**src/rtl/imem_load_controller_if.sv**
```systemverilog
// imem_load_controller_if
//   Bundles the host load request, the host word stream, the instruction
//   memory write/read ports and the status outputs of the load controller.
//   master : host / memory side (drives start, abort, base_addr, word_count,
//            in_data, in_valid, mem_rd_data; observes everything else)
//   slave  : the controller itself
interface imem_load_controller_if #(
    parameter int ADDR_W = 6,
    parameter int DATA_W = 16
);
    logic              start;
    logic              abort;
    logic [ADDR_W-1:0] base_addr;
    logic [ADDR_W:0]   word_count;
    logic [DATA_W-1:0] in_data;
    logic              in_valid;
    logic              in_ready;
    logic [ADDR_W-1:0] mem_wr_addr;
    logic [DATA_W-1:0] mem_wr_data;
    logic              mem_wr_enable;
    logic [ADDR_W-1:0] mem_rd_addr;
    logic [DATA_W-1:0] mem_rd_data;
    logic              core_stall;
    logic              busy;
    logic              done;
    logic              error;
    logic [DATA_W-1:0] checksum;

    modport master (
        output start, abort, base_addr, word_count, in_data, in_valid, mem_rd_data,
        input  in_ready, mem_wr_addr, mem_wr_data, mem_wr_enable, mem_rd_addr,
               core_stall, busy, done, error, checksum
    );

    modport slave (
        input  start, abort, base_addr, word_count, in_data, in_valid, mem_rd_data,
        output in_ready, mem_wr_addr, mem_wr_data, mem_wr_enable, mem_rd_addr,
               core_stall, busy, done, error, checksum
    );
endinterface

```
**src/rtl/imem_load_controller.sv**
```systemverilog
// imem_load_controller
//   Streams host words into an instruction memory write port, then reads the
//   loaded range back through a read port and compares the readback sum with
//   the sum of the accepted words.
//   clock : rising-edge clock
//   reset : asynchronous, active-high
//   bus   : imem_load_controller_if.slave (request, word stream, memory
//           ports, stall/busy/done/error/checksum status)
module imem_load_controller #(
    parameter int ADDR_W = 6,
    parameter int DATA_W = 16
) (
    input  logic                   clock,
    input  logic                   reset,
    imem_load_controller_if.slave  bus
);
    typedef enum logic [2:0] {
        S_IDLE,
        S_LOAD,
        S_FLUSH,
        S_VERIFY,
        S_DONE
    } state_t;

    // Memory depth expressed in word_count width.
    localparam logic [ADDR_W:0] DEPTH = {1'b1, {ADDR_W{1'b0}}};

    state_t            state;
    logic [ADDR_W-1:0] base_q;
    logic [ADDR_W:0]   count_q;
    logic [ADDR_W:0]   wr_cnt;
    logic [ADDR_W:0]   rd_cnt;
    logic [ADDR_W-1:0] wr_addr;
    logic [DATA_W-1:0] wr_data;
    logic              wr_en;
    logic [ADDR_W-1:0] rd_addr;
    logic              error_q;
    logic [DATA_W-1:0] checksum_q;
    logic [DATA_W-1:0] rd_sum;
    logic [DATA_W-1:0] rd_sum_nxt;

    assign rd_sum_nxt = rd_sum + bus.mem_rd_data;

    always_ff @(posedge clock or posedge reset) begin
        if (reset) begin
            state      <= S_IDLE;
            base_q     <= '0;
            count_q    <= '0;
            wr_cnt     <= '0;
            rd_cnt     <= '0;
            wr_addr    <= '0;
            wr_data    <= '0;
            wr_en      <= 1'b0;
            rd_addr    <= '0;
            error_q    <= 1'b0;
            checksum_q <= '0;
            rd_sum     <= '0;
        end else begin
            // Write strobe is a single-cycle pulse per accepted beat.
            wr_en <= 1'b0;
            unique case (state)
                S_IDLE: begin
                    if (bus.start) begin
                        error_q    <= 1'b0;
                        checksum_q <= '0;
                        wr_cnt     <= '0;
                        rd_cnt     <= '0;
                        base_q     <= bus.base_addr;
                        count_q    <= bus.word_count;
                        if (bus.word_count == '0) begin
                            state <= S_DONE;
                        end else if (bus.word_count > DEPTH) begin
                            state   <= S_DONE;
                            error_q <= 1'b1;
                        end else begin
                            state <= S_LOAD;
                        end
                    end
                end
                S_LOAD: begin
                    // abort wins over a beat arriving in the same cycle.
                    if (bus.abort) begin
                        state <= S_IDLE;
                    end else if (bus.in_valid) begin
                        wr_en      <= 1'b1;
                        wr_addr    <= base_q + wr_cnt[ADDR_W-1:0];
                        wr_data    <= bus.in_data;
                        checksum_q <= checksum_q + bus.in_data;
                        wr_cnt     <= wr_cnt + 1'b1;
                        if (wr_cnt == count_q - 1'b1)
                            state <= S_FLUSH;
                    end
                end
                S_FLUSH: begin
                    // Final write is on the memory port this cycle; reading
                    // starts only once it has landed.
                    if (bus.abort) begin
                        state <= S_IDLE;
                    end else begin
                        rd_addr <= base_q;
                        rd_cnt  <= '0;
                        rd_sum  <= '0;
                        state   <= S_VERIFY;
                    end
                end
                S_VERIFY: begin
                    if (bus.abort) begin
                        state <= S_IDLE;
                    end else begin
                        rd_sum  <= rd_sum_nxt;
                        rd_addr <= rd_addr + 1'b1;
                        rd_cnt  <= rd_cnt + 1'b1;
                        if (rd_cnt == count_q - 1'b1) begin
                            state <= S_DONE;
                            if (rd_sum_nxt != checksum_q)
                                error_q <= 1'b1;
                        end
                    end
                end
                S_DONE: state <= S_IDLE;
                default: state <= S_IDLE;
            endcase
        end
    end

    assign bus.in_ready      = (state == S_LOAD);
    assign bus.busy          = (state != S_IDLE);
    assign bus.core_stall    = (state != S_IDLE);
    assign bus.done          = (state == S_DONE);
    assign bus.mem_wr_enable = wr_en;
    assign bus.mem_wr_addr   = wr_addr;
    assign bus.mem_wr_data   = wr_data;
    assign bus.mem_rd_addr   = rd_addr;
    assign bus.error         = error_q;
    assign bus.checksum      = checksum_q;
endmodule

```
**src/flat_wrapper.sv**
```systemverilog
// flat-port wrapper written by rule: the top's interface ports become plain ports
module imem_load_controller_flat 
#(
    parameter int ADDR_W = 6,
    parameter int DATA_W = 16
)
  (clock, reset, bus_start, bus_abort, bus_base_addr, bus_word_count, bus_in_data, bus_in_valid, bus_mem_rd_data, bus_in_ready, bus_mem_wr_addr, bus_mem_wr_data, bus_mem_wr_enable, bus_mem_rd_addr, bus_core_stall, bus_busy, bus_done, bus_error, bus_checksum);
  imem_load_controller_if #(.ADDR_W(ADDR_W), .DATA_W(DATA_W)) bus_i ();
  input  logic clock;
  input  logic reset;
  input wire logic [$bits(bus_i.start)-1:0] bus_start;
  input wire logic [$bits(bus_i.abort)-1:0] bus_abort;
  input wire logic [$bits(bus_i.base_addr)-1:0] bus_base_addr;
  input wire logic [$bits(bus_i.word_count)-1:0] bus_word_count;
  input wire logic [$bits(bus_i.in_data)-1:0] bus_in_data;
  input wire logic [$bits(bus_i.in_valid)-1:0] bus_in_valid;
  input wire logic [$bits(bus_i.mem_rd_data)-1:0] bus_mem_rd_data;
  output wire logic [$bits(bus_i.in_ready)-1:0] bus_in_ready;
  output wire logic [$bits(bus_i.mem_wr_addr)-1:0] bus_mem_wr_addr;
  output wire logic [$bits(bus_i.mem_wr_data)-1:0] bus_mem_wr_data;
  output wire logic [$bits(bus_i.mem_wr_enable)-1:0] bus_mem_wr_enable;
  output wire logic [$bits(bus_i.mem_rd_addr)-1:0] bus_mem_rd_addr;
  output wire logic [$bits(bus_i.core_stall)-1:0] bus_core_stall;
  output wire logic [$bits(bus_i.busy)-1:0] bus_busy;
  output wire logic [$bits(bus_i.done)-1:0] bus_done;
  output wire logic [$bits(bus_i.error)-1:0] bus_error;
  output wire logic [$bits(bus_i.checksum)-1:0] bus_checksum;
  assign bus_i.start = bus_start;
  assign bus_i.abort = bus_abort;
  assign bus_i.base_addr = bus_base_addr;
  assign bus_i.word_count = bus_word_count;
  assign bus_i.in_data = bus_in_data;
  assign bus_i.in_valid = bus_in_valid;
  assign bus_i.mem_rd_data = bus_mem_rd_data;
  assign bus_in_ready = bus_i.in_ready;
  assign bus_mem_wr_addr = bus_i.mem_wr_addr;
  assign bus_mem_wr_data = bus_i.mem_wr_data;
  assign bus_mem_wr_enable = bus_i.mem_wr_enable;
  assign bus_mem_rd_addr = bus_i.mem_rd_addr;
  assign bus_core_stall = bus_i.core_stall;
  assign bus_busy = bus_i.busy;
  assign bus_done = bus_i.done;
  assign bus_error = bus_i.error;
  assign bus_checksum = bus_i.checksum;
  imem_load_controller #(.ADDR_W(ADDR_W), .DATA_W(DATA_W)) u_core (.clock(clock), .reset(reset), .bus(bus_i));
endmodule
```
**config.mk**
```make
export PLATFORM = sky130hd
export DESIGN_NAME = imem_load_controller_flat
export DESIGN_NICKNAME = d
export VERILOG_FILES = /design/src/rtl/imem_load_controller_if.sv /design/src/rtl/imem_load_controller.sv /design/src/flat_wrapper.sv
export SDC_FILE = /design/constraint.sdc
export NUM_CORES = 1
export LEC_CHECK = 0
export CAP_MARGIN = 0
export CORE_MARGIN = 2
export CORE_UTILIZATION = 35
export CTS_CLUSTER_SIZE = 24
export DETAILED_ROUTE_END_ITERATION = 8
export GPL_TIMING_DRIVEN = 1
export PLACE_DENSITY = 0.54
export SETUP_SLACK_MARGIN = 0.02
export SYNTH_ARGS = -nofsm -noshare
export SYNTH_HDL_FRONTEND = slang
export SYNTH_SLANG_ARGS = --single-unit
```
**constraint.sdc**
```tcl
create_clock -name clock -period 7.5 [get_ports clock]
set_clock_uncertainty 0.1 [all_clocks]
set_input_delay 1.5 -clock clock [delete_from_list [all_inputs] [get_ports clock]]
set_output_delay 1.5 -clock clock [all_outputs]
set_load 0.02 [all_outputs]
```
==> results.py <==
metrics = {
    "run_status": {
        "status": "finished, final reports clean",
    },
    "layout": {
        "area_delta_synth_final_pct": 23.19,
        "finalNetCount": 832,
        "regArea_um2": 2302,
        "diodes": 0,
        "fillers": 1656,
        "multi_input_area_um2": 3533,
        "stdcell_area_um2": 7477,
        "drive_above_1_share_pct": 6.729,
        "fin_cells": 968,
    },
    "power": {
        "cellPowerDensity_nw_per_um2": 372.2,
        "static-leakage-power_nw": 3.281,
        "finalPower_w": 0.002783,
        "max-vdd-ir-drop_v": 0.0001376,
    },
    "routing": {
        "routed_wl_um": 16260,
        "via_count": 5069,
        "drc": 0,
        "drt_pass1_iterations": 4,
        "initialDrtViolationCount": 353,
        "ant_nets": 0,
        "viasPerCell": 5.237,
        "avgRoutedWirePerCell_um": 16.80,
    },
    "global_routing": {
        "grt_max_degree": 68,
        "grt_overflow": 0,
        "antenna_found_initial": 0,
        "grt_first_pass_wirelength_um": 26970,
        "grt.total_usage_pct": 18.59,
        "grt_pass1_vias": 5176,
    },
    "yosys": {
        "yosysMostFrequentCell": "nand2_1",
        "synth_area_um2": 6070,
        "synthArstFlopShare_pct": 100.0,
        "yosysSeqAreaShare_pct": 37.93,
        "syn_nets": 745,
        "synth_edf_count": 0,
        "yosys.area_share.simple_pct": 17.50,
        "synth_fa_ha_area_share_pct": 9.029,
        "synth.top_cell.area_share_pct": 37.93,
        "yosysWarnings": 0,
        "synth_common_cells": "nand2_1, dfrtp_1, o21ai_0, ha_1, xnor2_1",
        "synth_xor_area_share_pct": 10.66,
        "synth_cell_type_count": 77,
        "yosys-mux-area-fraction_pct": 2.020,
        "yosysTopAreaCell": "dfrtp_1",
        "ys_ff_latch": 92,
        "synth_top_family_by_area": "compound AO/OA/AOI/OAI gates",
        "synthTopCellsByArea": "dfrtp_1, ha_1, nand2_1",
        "synth_ff_type": "dfrtp_1",
        "synth_cells": 653,
        "synth-compound-area-share_pct": 19.01,
        "syn_area_per_cell_um2": 9.295,
    },
    "worst_setup_path": {
        "crit_type": "in2reg",
        "path_cells": "clkdlybuf4s50_1 -> ha_1 -> inv_1 -> fa_1 -> xnor2_1 -> nor4_1 -> nand4_1 -> nand4bb_1 -> nor4_1 -> nand4_1 -> a2111oi_1 -> a31oi_1",
        "crit_buf_inv": 2,
        "critPathArrivalTime_ns": 4.36,
        "start_kind": "input port",
        "cp-end-kind": "flop",
        "required_ns": 7.62,
        "slowest_delay_ns": 0.52,
        "cp_max_fo": 3,
        "critical_path.slowest_cell": "fa_1",
        "cpLargestDelayFamily": "simple AND/OR/NAND/NOR gates",
    },
    "sta": {
        "setup_viol": 0,
        "final-hold-violation-count": 0,
        "rsz0062_at_grt": "false",
        "max_freq_mhz": 235.9,
        "fin_tns_setup_ns": 0,
        "tightest_slew_ns": 0.9936,
        "period_share_pct": 56.53,
        "slew_violations": 0,
        "holdWs_ns": 0.3847,
        "maxSlewHeadroom_pct": 33.51,
        "fin_crit_ns": 4.240,
    },
    "placed_design": {
        "hpwl_um": 12520,
        "portBuffers": 99,
        "placed_cell_area_um2": 7218,
        "place_inst": 954,
        "gp_congestion": 0.8342,
    },
    "clock_network": {
        "post_cts_buffers": 0,
        "post_cts_resized": 0,
        "htreeDepth": 3,
        "numClockSinks": 92,
        "clkLatencyLatePin_ns": 0.35,
        "path_clk_slew_ns": 0.06,
        "cts_buffers": 9,
        "cts_tree": "done",
        "root_buffer": "clkbuf_16",
        "clockBufferDepth": 2,
        "postCtsHoldBufs": 0,
    },
    "die": {
        "io_pins": 100,
        "design.die.area_um2": 18410,
        "fp.dieH_um": 135.7,
        "coreArea_um2": 17120,
        "die_w_um": 135.7,
        "start_util_pct": 35.46,
        "row_count": 48,
    },
    "run": {
        "cap_violations": 0,
    },
    "worst_hold_path": {
        "hold_path_class": "reg2reg",
    },
}
-- state kept, by name, summed over array words and instances (netlist names), 3 cells and up --
name                    flops
u_core.wr_cnt               7
u_core.bus.mem_rd_addr      6
u_core.state                3
u_core.rd_cnt               7
u_core.base_q               6
u_core.rd_sum              16
u_core.count_q              7
u_core.bus.checksum        16
u_core.bus.mem_wr_data     16
u_core.bus.mem_wr_addr      6
-- tightest hold or removal path, cell delays in order (launching register included) --
cell     delay, ns
dfrtp_1       0.34
nand2_1       0.05
nand2_1       0.06
-- worst paths after layout --
check | startpoint | cells after the start | slack, ns | to
worst max-delay path | bus_mem_rd_data[0] | 12 | 3.26 | u_core.bus.error
worst min-delay path | u_core.bus.mem_wr_data[1] | 2 | 0.38 | u_core.bus.mem_wr_data[1]
worst max register to register | u_core.state[0] | 6 | 4.48 | u_core.state[1]
worst min register to register | u_core.bus.mem_wr_data[1] | 2 | 0.38 | u_core.bus.mem_wr_data[1]
max in group asynchronous | reset | 3 | 4.70 | u_core.bus.mem_wr_data[3]
min in group asynchronous | reset | 2 | 1.37 | u_core.base_q[4]
-- cells in the final DEF (no fill, tap or decap), drive strengths merged, types with 9 or more instances in the layout --
cell type        n
a21o            12
xnor2           38
mux2            10
clkbuf          12
a21oi           38
ha              39
dfrtp           92
nor4             9
a22o            10
nand4           10
nand3           15
inv             20
o21ai           56
nand2          108
xor2            25
clkdlybuf4s50   99
nor3            16
nor2            29
-- kinds of logic (layout without fill, tap and decap cells) --
family / Yosys count / after routing
multiplexers: 11 / 11
AO/OA/AOI/OAI: 172 / 172
AND/OR/NAND/NOR: 221 / 221
buffers and inverters: 48 / 138
XOR/XNOR: 67 / 67
flip-flops: 92 / 92
adder cells (fa/ha/maj): 42 / 42
-- layout make-up --
type	count	share of cell area, %
well taps	225	3.765
clock buffers	12	3.297
multi-input cells	513	47.26
clock inverters	2	0.1673
repair buffers	103	13.65
inverters	21	1.071
flip-flops and latches	92	30.79
-- per-stage QoR --
step | setup slack (ns) | util, %
after floorplan | 3.508 | -
after global placement | 2.966 | 42.17
after detailed placement | 2.916 | 42.17
after CTS | 3.266 | 43.68
after global routing | 3.054 | 43.68
final | 3.260 | 43.68
-- routing by layer --
layer,routed length [µm],track usage [%],part of all wire (%),up-vias
met5,0,0,0,-
met4,331,6.424,2.0,0
met3,652,2.806,4.0,20
met2,7316,28.48,45,119
met1,7960,26.74,49,2411
li1,-,-,-,2519
-- power by group --
| part | total [W] | switching [W] | internal, W |
|---|---|---|---|
| Clock | 0.000417 | 0.000187 | 0.000230 |
| Combinational | 0.00150 | 0.000789 | 0.000710 |
| Sequential | 0.000867 | 0.000196 | 0.000671 |
| Total | 0.00278 | 0.00117 | 0.00161 |
Power figures use the tool's default switching activity.
